==> src/rtl/peak_scan_sequencer_if.sv <==
// Handshake and buffer-port bundle for the peak scan sequencer.
// The slave side is the sequencer; the master side is its environment (buffer, packer, control).
interface peak_scan_if #(
  parameter int DATA_W = 32,
  parameter int BIN_W  = 5,
  parameter int PT_W   = 10
);
  logic                  start;
  logic                  abort;
  logic [BIN_W-1:0]      bin_count;
  logic                  buf_ready;
  logic                  rd_en;
  logic [BIN_W+PT_W-1:0] rd_addr;
  logic [DATA_W-1:0]     rd_data;
  logic                  pk_valid;
  logic                  pk_ready;
  logic [DATA_W-1:0]     pk_value;
  logic [PT_W-1:0]       pk_addr;
  logic [BIN_W-1:0]      pk_bin;
  logic                  busy;
  logic                  done;

  modport slave (
    input  start, abort, bin_count, buf_ready, rd_data, pk_ready,
    output rd_en, rd_addr, pk_valid, pk_value, pk_addr, pk_bin, busy, done
  );

  modport master (
    output start, abort, bin_count, buf_ready, rd_data, pk_ready,
    input  rd_en, rd_addr, pk_valid, pk_value, pk_addr, pk_bin, busy, done
  );
endinterface

==> src/rtl/peak_scan_sequencer.sv <==
// Per-bin scheduled peak search over the upper half of each range-bin spectrum.
//   state    | meaning
//   IDLE     | waiting for start
//   WAIT_BUF | waiting for the current bin's buffer to fill
//   SCAN     | issuing one read per cycle, points SCAN_START..N_PTS-1
//   DRAIN    | last read's data returns and is compared
//   OUTPUT   | result held on pk_* until accepted
module peak_scan_sequencer #(
  parameter int N_PTS      = 1024,
  parameter int SCAN_START = 512,
  parameter int DATA_W     = 32,
  parameter int BIN_W      = 5
) (
  input logic       clk,
  input logic       rst_n,
  peak_scan_if.slave bus
);
  localparam int PT_W = $clog2(N_PTS);

  typedef enum logic [2:0] {
    ST_IDLE,
    ST_WAIT_BUF,
    ST_SCAN,
    ST_DRAIN,
    ST_OUTPUT
  } state_t;

  state_t             state_q, state_nx;
  logic [PT_W-1:0]    point_q, point_nx;
  logic [BIN_W-1:0]   bin_q, bin_nx;
  logic [BIN_W-1:0]   cnt_q, cnt_nx;
  logic               done_nx;
  logic               clr_max;
  logic               last_bin;

  logic               rd_en_q;
  logic               pk_valid_q;
  logic               busy_q;
  logic               done_q;

  logic               cmp_vld_q;
  logic               cmp_first_q;
  logic [PT_W-1:0]    cmp_pt_q;
  logic [DATA_W-1:0]  max_q;
  logic [PT_W-1:0]    max_addr_q;

  assign last_bin = (bin_q == cnt_q - 1'b1);

  always_comb begin
    state_nx = state_q;
    point_nx = point_q;
    bin_nx   = bin_q;
    cnt_nx   = cnt_q;
    done_nx  = 1'b0;
    clr_max  = 1'b0;
    case (state_q)
      ST_IDLE: begin
        if (bus.start) begin
          if (bus.bin_count != '0) begin
            cnt_nx   = bus.bin_count;
            bin_nx   = '0;
            state_nx = ST_WAIT_BUF;
          end else begin
            done_nx = 1'b1;
          end
        end
      end
      ST_WAIT_BUF: begin
        if (bus.buf_ready) begin
          point_nx = PT_W'(SCAN_START);
          clr_max  = 1'b1;
          state_nx = ST_SCAN;
        end
      end
      ST_SCAN: begin
        point_nx = point_q + 1'b1;
        if (point_q == PT_W'(N_PTS - 1)) begin
          state_nx = ST_DRAIN;
        end
      end
      ST_DRAIN: begin
        state_nx = ST_OUTPUT;
      end
      ST_OUTPUT: begin
        if (bus.pk_ready) begin
          if (last_bin) begin
            done_nx  = 1'b1;
            state_nx = ST_IDLE;
          end else begin
            bin_nx   = bin_q + 1'b1;
            state_nx = ST_WAIT_BUF;
          end
        end
      end
      default: begin
        state_nx = ST_IDLE;
      end
    endcase
    // Abort wins over start and over a handshake in the same cycle.
    if (bus.abort) begin
      state_nx = ST_IDLE;
      point_nx = point_q;
      bin_nx   = bin_q;
      cnt_nx   = cnt_q;
      done_nx  = 1'b0;
      clr_max  = 1'b0;
    end
  end

  always_ff @(posedge clk or negedge rst_n) begin
    if (!rst_n) begin
      state_q    <= ST_IDLE;
      point_q    <= '0;
      bin_q      <= '0;
      cnt_q      <= '0;
      rd_en_q    <= 1'b0;
      pk_valid_q <= 1'b0;
      busy_q     <= 1'b0;
      done_q     <= 1'b0;
    end else begin
      state_q    <= state_nx;
      point_q    <= point_nx;
      bin_q      <= bin_nx;
      cnt_q      <= cnt_nx;
      rd_en_q    <= (state_nx == ST_SCAN);
      pk_valid_q <= (state_nx == ST_OUTPUT);
      busy_q     <= (state_nx != ST_IDLE);
      done_q     <= done_nx;
    end
  end

  // Compare stage: read data lags the issued address by one cycle.
  always_ff @(posedge clk or negedge rst_n) begin
    if (!rst_n) begin
      cmp_vld_q   <= 1'b0;
      cmp_first_q <= 1'b0;
      cmp_pt_q    <= '0;
      max_q       <= '0;
      max_addr_q  <= '0;
    end else begin
      cmp_vld_q   <= rd_en_q;
      cmp_first_q <= (point_q == PT_W'(SCAN_START));
      cmp_pt_q    <= point_q;
      if (clr_max) begin
        max_q      <= '0;
        max_addr_q <= '0;
      end else if (cmp_vld_q && (cmp_first_q || (bus.rd_data > max_q))) begin
        max_q      <= bus.rd_data;
        max_addr_q <= cmp_pt_q;
      end
    end
  end

  assign bus.rd_en    = rd_en_q;
  assign bus.rd_addr  = {bin_q, point_q};
  assign bus.pk_valid = pk_valid_q;
  assign bus.pk_value = max_q;
  assign bus.pk_addr  = max_addr_q;
  assign bus.pk_bin   = bin_q;
  assign bus.busy     = busy_q;
  assign bus.done     = done_q;
endmodule

==> src/flat_wrapper.sv <==
// flat-port wrapper written by rule: the top's interface ports become plain ports
module peak_scan_sequencer_flat 
#(
  parameter int N_PTS      = 1024,
  parameter int SCAN_START = 512,
  parameter int DATA_W     = 32,
  parameter int BIN_W      = 5
)
  (clk, rst_n, bus_start, bus_abort, bus_bin_count, bus_buf_ready, bus_rd_data, bus_pk_ready, bus_rd_en, bus_rd_addr, bus_pk_valid, bus_pk_value, bus_pk_addr, bus_pk_bin, bus_busy, bus_done);
  peak_scan_if #(.DATA_W(DATA_W), .BIN_W(BIN_W)) bus_i ();
  input logic clk;
  input logic rst_n;
  input wire logic [$bits(bus_i.start)-1:0] bus_start;
  input wire logic [$bits(bus_i.abort)-1:0] bus_abort;
  input wire logic [$bits(bus_i.bin_count)-1:0] bus_bin_count;
  input wire logic [$bits(bus_i.buf_ready)-1:0] bus_buf_ready;
  input wire logic [$bits(bus_i.rd_data)-1:0] bus_rd_data;
  input wire logic [$bits(bus_i.pk_ready)-1:0] bus_pk_ready;
  output wire logic [$bits(bus_i.rd_en)-1:0] bus_rd_en;
  output wire logic [$bits(bus_i.rd_addr)-1:0] bus_rd_addr;
  output wire logic [$bits(bus_i.pk_valid)-1:0] bus_pk_valid;
  output wire logic [$bits(bus_i.pk_value)-1:0] bus_pk_value;
  output wire logic [$bits(bus_i.pk_addr)-1:0] bus_pk_addr;
  output wire logic [$bits(bus_i.pk_bin)-1:0] bus_pk_bin;
  output wire logic [$bits(bus_i.busy)-1:0] bus_busy;
  output wire logic [$bits(bus_i.done)-1:0] bus_done;
  assign bus_i.start = bus_start;
  assign bus_i.abort = bus_abort;
  assign bus_i.bin_count = bus_bin_count;
  assign bus_i.buf_ready = bus_buf_ready;
  assign bus_i.rd_data = bus_rd_data;
  assign bus_i.pk_ready = bus_pk_ready;
  assign bus_rd_en = bus_i.rd_en;
  assign bus_rd_addr = bus_i.rd_addr;
  assign bus_pk_valid = bus_i.pk_valid;
  assign bus_pk_value = bus_i.pk_value;
  assign bus_pk_addr = bus_i.pk_addr;
  assign bus_pk_bin = bus_i.pk_bin;
  assign bus_busy = bus_i.busy;
  assign bus_done = bus_i.done;
  peak_scan_sequencer #(.N_PTS(N_PTS), .SCAN_START(SCAN_START), .DATA_W(DATA_W), .BIN_W(BIN_W)) u_core (.clk(clk), .rst_n(rst_n), .bus(bus_i));
endmodule
==> config.mk <==
export PLATFORM = sky130hd
export DESIGN_NAME = peak_scan_sequencer_flat
export DESIGN_NICKNAME = d
export VERILOG_FILES = /design/src/rtl/peak_scan_sequencer_if.sv /design/src/rtl/peak_scan_sequencer.sv /design/src/flat_wrapper.sv
export SDC_FILE = /design/constraint.sdc
export NUM_CORES = 1
export LEC_CHECK = 0
export CAP_MARGIN = 20
export CORE_UTILIZATION = 45
export CTS_CLUSTER_SIZE = 16
export DETAILED_ROUTE_END_ITERATION = 6
export PLACE_DENSITY = 0.79
export SETUP_SLACK_MARGIN = 0.2
export SKIP_LAST_GASP = 1
export SLEW_MARGIN = 20
export SYNTH_ARGS = -nofsm -noshare
export SYNTH_HDL_FRONTEND = slang
export SYNTH_SLANG_ARGS = --single-unit
==> constraint.sdc <==
create_clock -name clk -period 3.1 [get_ports clk]
set_input_delay 0.31 -clock clk [delete_from_list [all_inputs] [get_ports clk]]
set_output_delay 0.31 -clock clk [all_outputs]
set_load 0.05 [all_outputs]
### Word level (Yosys, flattened, before mapping)

Cells that the tools add are included.

* register bits after elaboration: 81
* output and inout bits: 66

* eq/ne operators: 14
* add/subtract/negate cells: 3
* mux-type cells: 28
* bitwise operators: 1
* order comparisons: 1
* reduce and logical (&&, ||, !) cells: 11

Operator list (number)
* $mux 32: 2
* $gt 32x32->1: 1
* $mux 10: 3
* $eq 10x10->1 const B: 2
* $mux 5: 4
* $pmux 10 s2: 1
* $mux 3: 6
* $pmux 3 s5: 1
* $add 10x1->10 const B: 1
* $pmux 5 s2: 1
* $eq 3x2->1 const B: 3
* $mux 1: 9
* $ne 2x2->1 const B: 4
* $eq 3x3->1 const B: 2
* $reduce_and 6->1: 1
* $reduce_bool 2->1: 3
* $add 5x1->5 const B: 1
* $eq 5x5->1: 1
* $reduce_bool 5->1: 1
* $sub 5x1->5 const B: 1
* $reduce_and 4->1: 1
* $eq 3x1->1 const B: 1
* $logic_not 3->1: 1
* $reduce_and 3->1: 1
* other kinds (6): 6

### Depth between registers and ports, before layout

Gate-level depths: netlist of run 1.

* depth in word-level cells: 7
* gate-level depth with buffers: 10

### Least setup slack after synthesis of run 1

No wires, ideal clock.

* path type: flip-flop to flip-flop
* from: register u_core.max_q[23] (netlist: u_core.bus.pk_value[23])
* to: register u_core.max_addr_q[0] (netlist: u_core.bus.pk_addr[0])
* data required time: 2964 ps
* buffers on the path: 1
* arrival time: 2430 ps
* setup time: 136 ps
* clock period less this slack: 2567 ps
* setup slack: 533 ps
* cell stages (with the launch flop): 10
* cells stage by stage: dfrtp_1 -> inv_1 -> ha_1 -> nand4_1 -> or4b_1 -> o31ai_2 -> a31oi_1 -> clkbuf_1 -> o21ai_0 -> a21oi_1

* word-level cells in the longest chain between the ends: 4

Ends and longest elaborated chain
* from (decl): line peak_scan_sequencer.sv:44 `logic [DATA_W-1:0] max_q;`
* from (signal assigned): line peak_scan_sequencer.sv:148 `max_q <= bus.rd_data;`
* $gt 32x32->1: line peak_scan_sequencer.sv:147 `end else if (cmp_vld_q && (cmp_first_q || (bus.rd_data > max_q))) begin`
* $logic_or 1x1->1: line peak_scan_sequencer.sv:147
* $logic_and 1x1->1: line peak_scan_sequencer.sv:147
* $reduce_bool 2->1 (no source line)
* to (signal assigned): line peak_scan_sequencer.sv:149 `max_addr_q <= cmp_pt_q;`
* to (decl): line peak_scan_sequencer.sv:45 `logic [PT_W-1:0] max_addr_q;`

No other way between the ends.
A chain may end at the register's enable or synchronous reset.

### Worst setup path after layout of run 1

* from: register u_core.max_q[19] (netlist: u_core.bus.pk_value[19])
* to: register u_core.max_q[15] (netlist: u_core.bus.pk_value[15])

* word-level cells in the longest chain between the ends: 4

Ends and longest elaborated chain (line)
* $gt 32x32->1: peak_scan_sequencer.sv:147
* $logic_or 1x1->1: peak_scan_sequencer.sv:147
* $logic_and 1x1->1: peak_scan_sequencer.sv:147
* $reduce_bool 2->1 (no source line)

No other way between the ends.

==> results.json, run 1 <==
{
  "status": "finished with violations",
  "failed_checks": "negative hold slack",
  "period_minus_slack_ns": 2.671,
  "grt_use_total": 0.2263,
  "vias_per_cell": 5.579,
  "drtIter0Drc": 161,
  "cts_inserted_buffers": 9,
  "syn_area_per_cell_um2": 9.364,
  "holdWs_ns": -0.03015,
  "ys_seq_area_frac": 0.4576,
  "synth_area_um2": 4429,
  "grt_pass1_wl_mm": 18.13,
  "fp.dieH_um": 101.2,
  "fin_crit_sh": 0.8616,
  "clk_pin_slew_ns": 0.10,
  "syn_to_final_growth_pct": 30.79,
  "hold_path_class": "in -> async",
  "synth_cell_types": 46,
  "cts_buffer_depth": 2,
  "synth_flop_cell": "dfrtp_1",
  "synth_edf_count": 0,
  "clock.fmax_mhz": 374.4,
  "cts_root_buffer": "clkbuf_8",
  "cp.arrival_ns": 2.95,
  "drt_wl_total_mm": 11.20,
  "final_common_cell": "clkdlybuf4s50_1",
  "globalRoute.busiestLayer": "met2",
  "coreArea_um2": 9371,
  "placed_area_um2": 5573,
  "synth_nets": 552,
  "drtAntennaViolNets": 0,
  "antenna_found_initial": 0,
  "r2r_cells": 9,
  "worstReg2RegStart": "u_core.bus.pk_value[19]",
  "via_count": 3922,
  "grt_max_degree": 82,
  "setup_violations": 0,
  "gr-total-overflow": 0,
  "worstMarginPinSlew_ns": 0.7316,
  "gr-usage-met2": 0.4050,
  "ys_warn_count": 0,
  "crit_fanout": 26,
  "worstSetupEndpointType": "register",
  "ir_worst_vdd_mv": 0.3112,
  "dp.final_hpwl_mm": 7.907,
  "drcViolationCount": 0,
  "crit_type": "reg -> reg",
  "layout-drive-gt1-share": 0.06098,
  "insertion_delay_ns": 0.36,
  "ys_ff_latch": 81,
  "die_w_um": 101.2,
  "slew_headroom": 0.5123,
  "hold_viol": 12,
  "first_pass_iters": 4,
  "p_per_area_nw_per_um2": 696.1,
  "rows": 35,
  "layout_common_cells": "107 x clkdlybuf4s50_1, 81 x dfrtp_1, 55 x a21oi_1",
  "wl_per_cell_um": 15.93,
  "leakagePower_nw": 2.444,
  "fin_skew_ns": 0.01086,
  "synth_cells": 473,
  "antenna_cells": 0,
  "gp_congestion": 0.8356,
  "setup_tns_ns": 0,
  "finalInstanceArea_um2": 5793,
  "worst_setup_path_start_kind": "register",
  "cts_tree": "yes",
  "async_flop_share": 1.000,
  "die-area_um2": 10240,
  "cts_max_level": 3,
  "reg2reg_to": "u_core.bus.pk_value[15]",
  "start_util": 0.4726,
  "gr-usage-met3": 0.03865,
  "cp.required_ns": 3.38,
  "r2r_slack_ns": 0.43,
  "ioPinCount": 109,
  "grt_pass1_vias": 3855,
  "port_buffers": 108,
  "cts_sinks": 81,
  "grt_use_met1": 0.2698,
  "fin_nets": 648,
  "rsz0062_at_grt": "no",
  "drv_cap": 0,
  "slew_viol_final": 0
}
[synthesized netlist by cell type, types with 3 or more instances]
library cell	number	area, µm²
inv_1	40	150.1
xor2_1	10	87.58
o21ai_0	52	260.3
a21oi_1	55	275.3
nor3_1	4	20.02
ha_1	36	450.4
nor2_1	16	60.06
xnor2_1	3	26.28
clkbuf_1	19	71.32
and4_1	7	61.31
or3_1	5	31.28
buf_6	4	45.04
buf_4	7	52.55
nand2_1	19	71.32
nand2b_1	4	25.02
nand3_1	54	270.3
a31oi_1	5	31.28
nand4_1	6	37.54
o211ai_1	3	22.52
dfrtp_1	81	2027
mux2_2	5	56.30
a21o_1	3	22.52
[layout make-up]
class                   instances  area, µm²
fillers                       819       3578
repair buffers                115       1135
clock inverters                 7      83.83
well taps                     129      161.4
flip-flops and latches         81       2027
clock buffers                   9      123.9
inverters                      40      150.1
multi-input cells             322       2112
[through the flow]
| stage | util | power, mW | instances | hold slack, ns | setup WS [ns] |
|---|---|---|---|---|---|
| 2_1_floorplan | - | 2.592 | 473 | 0.01441 | 0.5334 |
| 3_3_place_gp | 0.5947 | 3.152 | 687 | 0.4225 | 0.1820 |
| 3_5_place_dp | 0.5947 | 3.219 | 687 | 0.3987 | 0.04560 |
| 4_1_cts | 0.6168 | 4.051 | 703 | 0.1530 | 0.3059 |
| 5_1_grt | 0.6182 | 4.270 | 703 | 0.01812 | 0.3350 |
| 6_report | 0.6182 | 4.033 | 703 | -0.03015 | 0.4292 |
[kinds of logic (layout without fill, tap and decap cells)]
family	count (synthesis)	after routing	synth area share
AO/OA/AOI/OAI	135	135	0.1695
XOR/XNOR	13	13	0.02571
adder cells (fa/ha/maj)	36	36	0.1017
buffers and inverters	70	171	0.07203
flip-flops	81	81	0.4576
multiplexers	6	6	0.01497
AND/OR/NAND/NOR	132	132	0.1585
[metal layers]
layer,part of all wire,vias to the layer above
met5,0,-
met4,0.019,0
met2,0.52,129
met3,0.052,18
met1,0.41,1902
li1,-,1873
[worst max-delay path, cell delays in order (launching register included)]
cell	delay, ns
dfrtp_1	0.40
inv_1	0.06
ha_1	0.31
and4_1	0.26
or4b_1	0.48
o31ai_2	0.30
a31o_1	0.16
buf_4	0.30
nand3_1	0.15
a21oi_1	0.17
[worst max-delay path by stage]
stage,from,endpoint
final,u_core.bus.pk_value[19],u_core.bus.pk_value[15]
after global routing,u_core.bus.pk_value[18],u_core.bus.pk_value[15]
after CTS,u_core.bus.pk_value[3],u_core.bus.pk_addr[3]
after detailed placement,bus_rd_data[11],u_core.bus.pk_addr[3]
after global placement,bus_rd_data[3],u_core.bus.pk_value[15]
after floorplan,u_core.bus.pk_value[23],u_core.bus.pk_addr[0]
[flip-flops by register name, summed over array words and instances (netlist names)]
signal	cells
u_core.bus.pk_value	32
u_core.bus.pk_addr	10
u_core.cmp_pt_q	10
u_core.point_q	10
u_core.bus.pk_bin	5
u_core.cnt_q	5
u_core.state_q	3
u_core.bus.busy	1
u_core.bus.done	1
u_core.bus.pk_valid	1
u_core.bus.rd_en	1
u_core.cmp_first_q	1
u_core.cmp_vld_q	1
[timing repair]
action / 4_1_cts / 5_1_grt
buffers inserted: 0 / 0
gates resized for setup: 0 / 1
hold buffers: 0 / 0
setup endpoints to repair: 0 / 6
[power breakdown]
group / switching (mW) / internal [mW] / total, mW
clock: 0.445 / 0.390 / 0.835
sequential: 0.187 / 1.26 / 1.45
combinational: 1.11 / 0.643 / 1.75
(Power assumes the default switching activity.)
==> run 2: changes to the inputs <==
Settings changed: REMOVE_ABC_BUFFERS set to 1.
==> results.json, run 2 (synthesis gave the netlist of run 1 again) <==
{
  "cp.arrival_ns": 2.92,
  "worstReg2RegStart": "u_core.bus.pk_value[19]",
  "cts_tree": "yes",
  "crit_fanout": 28,
  "setup_violations": 0,
  "syn_to_final_growth_pct": 31.27,
  "hold_path_class": "in -> async",
  "dp.final_hpwl_mm": 7.717,
  "cts_sinks": 81,
  "drcViolationCount": 0,
  "layout-drive-gt1-share": 0.06261,
  "first_pass_iters": 5,
  "hold_viol": 10,
  "clkPwrFrac": 0.204,
  "antenna_found_initial": 0,
  "clk_pin_slew_ns": 0.09,
  "crit_type": "reg -> reg",
  "antenna_cells": 0,
  "worst_setup_path_start_kind": "register",
  "ioPinCount": 109,
  "worstMarginPinSlew_ns": 0.7340,
  "cts_inserted_buffers": 9,
  "port_buffers": 108,
  "status": "finished with violations",
  "clock.fmax_mhz": 377.2,
  "cts_buffer_depth": 2,
  "final_common_cell": "clkdlybuf4s50_1",
  "rows": 35,
  "gr-total-overflow": 0,
  "fp.dieH_um": 101.2,
  "p_per_area_nw_per_um2": 689.1,
  "grt_pass1_vias": 3779,
  "die-area_um2": 10240,
  "drtIter0Drc": 210,
  "coreArea_um2": 9371,
  "drv_cap": 0,
  "postLayoutCoreUtil": 0.6204,
  "r2r_cells": 9,
  "period_minus_slack_ns": 2.651,
  "grt_pass1_wl_mm": 17.68,
  "gp_congestion": 0.8429,
  "reg2reg_to": "u_core.bus.pk_value[24]",
  "holdWs_ns": -0.02753,
  "insertion_delay_ns": 0.35,
  "worstSetupEndpointType": "register",
  "power_mw": 4.007,
  "drtAntennaViolNets": 0,
  "r2r_slack_ns": 0.45,
  "fin_skew_ns": 0.009189,
  "hold_buffers": 0,
  "switchingPower_mw": 1.712,
  "comb_power_share": 0.436,
  "slew_viol_final": 0,
  "drt_wl_total_mm": 10.86,
  "leakagePower_nw": 2.455,
  "rsz0062_at_grt": "no",
  "start_util": 0.4726,
  "die_w_um": 101.2,
  "wl_per_cell_um": 15.43,
  "startpoint": "u_core.bus.pk_value[19]",
  "slew_headroom": 0.5106,
  "grt_max_degree": 82,
  "failed_checks": "negative hold slack",
  "cts_root_buffer": "clkbuf_8",
  "fin_nets": 649,
  "fin_crit_sh": 0.8553,
  "layout_common_cells": "107 x clkdlybuf4s50_1, 81 x dfrtp_1, 55 x a21oi_1",
  "ir_worst_vdd_mv": 0.3013,
  "swShare": 0.4273,
  "via_count": 3957,
  "cts_max_level": 3,
  "p_int_mw": 2.295,
  "vias_per_cell": 5.621,
  "largest_reg_flops": 32,
  "grt_use_total": 0.2195,
  "seq_power_share": 0.360,
  "cp.required_ns": 3.37
}
## run 2: changes by cell type in the layout (fill, tap and decap cells not counted), sizes merged
| cell | previous run | this run |
|---|---|---|
| clkinvlp | 1 | 0 |
| clkinv | 0 | 2 |
| buf | 8 | 9 |
| inv | 45 | 44 |
## run 2: power groups by stage
stage	Sequential, mW	Combinational [mW]	Clock, mW
2_1_floorplan	2.02	0.565	0
3_3_place_gp	1.45	1.69	0
3_5_place_dp	1.46	1.75	0
4_1_cts	1.44	1.76	0.833
5_1_grt	1.47	1.90	0.872
6_report	1.44	1.75	0.816
## run 2: layout make-up
type | count | area (µm²)
Clock buffer | 9 | 123.9
Clock inverter | 7 | 85.08
Fill cell | 808 | 3557
Inverter | 40 | 150.1
Multi-Input combinational cell | 322 | 2112
Sequential cell | 81 | 2027
Tap cell | 129 | 161.4
Timing Repair Buffer | 116 | 1155
## run 2: through the flow
| step | hold slack [ns] | cell area (µm²) | std cells | TNS, ns | setup slack [ns] |
|---|---|---|---|---|---|
| 2_1_floorplan | 0.01441 | 4260 | 443 | -11.65 | -0.2774 |
| 3_3_place_gp | 0.4304 | 5593 | 688 | 0 | 0.1435 |
| 3_5_place_dp | 0.4227 | 5593 | 688 | -0.6222 | -0.04707 |
| 4_1_cts | 0.1632 | 5802 | 704 | 0 | 0.2554 |
| 5_1_grt | 0.03541 | 5814 | 704 | 0 | 0.2819 |
| 6_report | -0.02753 | 5814 | 704 | 0 | 0.4487 |
## run 2: critical path, cell delays in order, from the launching register on
cell and delay (ns):
dfrtp_1 0.40, inv_1 0.06, ha_1 0.31, and4_1 0.22
or4b_1 0.48, o31ai_2 0.34, a31o_1 0.17, buf_4 0.31
nand3_1 0.14, a21oi_1 0.15
## run 2: how the worst max path moves through the flow
| stage | end | slack (ns) | cells after the start |
|---|---|---|---|
| 5_1_grt | u_core.bus.pk_value[28] | 0.28 | 9 |
| 3_3_place_gp | u_core.bus.pk_value[0] | 0.14 | 9 |
| 6_report | u_core.bus.pk_value[24] | 0.45 | 9 |
| 3_5_place_dp | u_core.bus.pk_addr[5] | -0.05 | 8 |
| 4_1_cts | u_core.bus.pk_addr[5] | 0.26 | 8 |
| 2_1_floorplan | u_core.bus.pk_addr[0] | -0.28 | 8 |
## run 2: layer usage
metal,track usage,part of all wire,up-vias
li1,-,-,1879
met2,0.3857,0.50,153
met5,0,0,-
met4,0.06800,0.0072,0
met1,0.2847,0.43,1918
met3,0.02553,0.060,7
## run 2: repair_timing
action / CTS / global route
endpoints found under the setup margin: 0 / 42
buffers inserted: 0 / 0
resized for setup: 0 / 1
==> run 3: changes to the inputs <==
Settings changed: ABC_AREA set to 1, PLACE_DENSITY 0.79 to 0.73, SLEW_MARGIN 20 to not set.
==> results.json, run 3 <==
{
  "fin_crit_sh": 0.7329,
  "cts_max_level": 3,
  "status": "finished, final reports clean",
  "insertion_delay_ns": 0.35,
  "worst_setup_path_start_kind": "register",
  "r2r_cells": 13,
  "p_int_mw": 2.469,
  "layout-drive-gt1-share": 0.1374,
  "ys_seq_area_frac": 0.4234,
  "synthTopCellsByCount": "109 x nand2_1, 81 x dfrtp_1, 64 x inv_1, 50 x nand4_1, 42 x nand3_2",
  "setup_violations": 0,
  "die-area_um2": 11050,
  "wl_per_cell_um": 13.89,
  "drtIter0Drc": 156,
  "ys_ff_latch": 81,
  "synth_area_um2": 4787,
  "hold_end": "u_core.cmp_vld_q",
  "stdcell_count": 769,
  "seq_power_share": 0.339,
  "vias_per_cell": 5.186,
  "setup_tns_ns": 0,
  "fin_nets": 707,
  "switchingPower_mw": 2.218,
  "post_cts_buffers": 0,
  "fillers": 902,
  "rsz0062_at_grt": "no",
  "synth_most_common_cell": "nand2_1",
  "worstReg2RegStart": "u_core.bus.pk_value[23]",
  "syn_area_per_cell_um2": 9.015,
  "ys_warn_count": 0,
  "cts_root_buffer": "clkbuf_8",
  "coreArea_um2": 10320,
  "synth_cells": 531,
  "rows": 37,
  "gp_congestion": 0.8473,
  "cts_buffer_depth": 2,
  "yosysTopAreaCell": "dfrtp_1",
  "yosys-top-cells-area": "dfrtp_1 42%, ha_1 9.4%, nand3_2 8.8%",
  "worstSetupEndpointType": "register",
  "swShare": 0.4733,
  "clk_pin_slew_ns": 0.09,
  "hold_buffers": 0,
  "slew_headroom": 0.4648,
  "die_w_um": 105.1,
  "fp.dieH_um": 105.1,
  "antenna_cells": 0,
  "first_pass_iters": 6,
  "period_minus_slack_ns": 2.272,
  "holdWs_ns": 0.4285,
  "clkPwrFrac": 0.156,
  "cp.required_ns": 3.34,
  "cts_sinks": 81,
  "leakagePower_nw": 2.811,
  "synth_cell_types": 36,
  "largest_reg_flops": 32,
  "crit_fanout": 42,
  "dpl.cell_count": 751,
  "cts_inserted_buffers": 9,
  "placed_area_um2": 5846,
  "drcViolationCount": 0,
  "dp.final_hpwl_mm": 7.648,
  "via_count": 3988,
  "cp.arrival_ns": 2.51,
  "ir_worst_vdd_mv": 0.4061,
  "reg2reg_to": "u_core.bus.pk_value[1]",
  "drt_wl_total_mm": 10.68,
  "grt_max_degree": 92,
  "syn_to_final_growth_pct": 26.79,
  "synth_edf_count": 0,
  "synth_flop_cell": "dfrtp_1",
  "p_per_area_nw_per_um2": 772.2,
  "grt_pass1_wl_mm": 17.98,
  "comb_power_share": 0.506,
  "antenna_found_initial": 0,
  "grt_use_total": 0.2012,
  "worstMarginPinSlew_ns": 0.8029,
  "power_mw": 4.687,
  "port_buffers": 108,
  "r2r_slack_ns": 0.83,
  "crit_type": "reg -> reg",
  "cts.repair.resized": 0,
  "ioPinCount": 109,
  "finalInstanceArea_um2": 6070,
  "hold_viol": 0,
  "hold_path_depth": 0,
  "grt_pass1_vias": 3894,
  "start_util": 0.4637,
  "hold_path_class": "reg -> reg",
  "drtAntennaViolNets": 0,
  "async_flop_share": 1.000,
  "fin_skew_ns": 0.01050,
  "hp-start": "u_core.bus.rd_en",
  "cts_tree": "yes",
  "clock.fmax_mhz": 440.2,
  "gr-total-overflow": 0,
  "final_common_cell": "nand2_1",
  "slew_viol_final": 0,
  "yosysTopAreaCellShare": 0.4234,
  "drv_cap": 0,
  "layout_common_cells": "109 x nand2_1, 107 x clkdlybuf4s50_1, 81 x dfrtp_1"
}
run 3: changes by cell type after synthesis, sizes merged, moves of 10 or more:
cell	delta
nand4	+45
a21oi	-28
buf	+10
nor2	+13
nand2	+97
inv	+27
clkbuf	-12
o21ai	-34
run 3: kinds of logic (layout without fill, tap and decap cells):
logic type	count (synthesis)	in the layout	synth area share
XOR/XNOR	6	6	0.01098
adder cells (fa/ha/maj)	36	36	0.09409
buffers and inverters	95	197	0.1030
AND/OR/NAND/NOR	262	262	0.3126
flip-flops	81	81	0.4234
AO/OA/AOI/OAI	51	51	0.05594
run 3: worst max-delay path by stage:
stage,end,startpoint
3_3_place_gp,u_core.bus.pk_value[1],bus_rd_data[23]
6_report,u_core.bus.pk_value[1],u_core.bus.pk_value[23]
3_5_place_dp,u_core.bus.pk_value[1],bus_rd_data[23]
4_1_cts,u_core.bus.pk_value[1],u_core.bus.pk_value[23]
5_1_grt,u_core.bus.pk_value[8],u_core.bus.pk_value[31]
2_1_floorplan,u_core.point_q[9],u_core.state_q[1]
run 3: worst max-delay path, stage by stage (launching register included):
cell     delay [ns]
dfrtp_1        0.40
inv_1          0.06
ha_1           0.29
nand2_1        0.07
nor2_1         0.14
nand4_1        0.13
nor2b_2        0.18
nand2_1        0.07
nand2_1        0.07
nand2_2        0.06
nand2_4        0.17
nand2_8        0.28
nand3_1        0.17
nand2_1        0.06
run 3: per-layer routing:
metal  vias up  track usage  routed length [µm]
met5         -            0                   0
li1       1983            -                   -
met3        12      0.02932                 379
met1      1893       0.2657                5115
met4         0      0.05936                 112
met2       100       0.3425                5074
run 3: final cells by class:
class | count | area (µm²) | area share
Inverter | 67 | 251.5 | 0.04143
Clock inverter | 7 | 62.56 | 0.01031
Clock buffer | 9 | 123.9 | 0.02041
Tap cell | 136 | 170.2 | 0.02804
Timing Repair Buffer | 114 | 1159 | 0.1909
Multi-Input combinational cell | 355 | 2276 | 0.3750
Sequential cell | 81 | 2027 | 0.3340
run 3: stage by stage:
step / worst slack (ns) / utilization
detailed placement: 0.4778 / 0.5662
CTS: 0.8161 / 0.5843
global placement: 0.5157 / 0.5662
finish: 0.8281 / 0.5879
global route: 0.5986 / 0.5879
floorplan: -0.3866 / -
run 3: power by group through the flow:
stage	Clock, mW	Combinational (mW)	Sequential [mW]
after floorplan	0	0.803	2.35
after global placement	0	2.32	1.59
after detailed placement	0	2.37	1.61
after CTS	0.745	2.38	1.59
after global routing	0.785	2.57	1.63
final	0.729	2.37	1.59
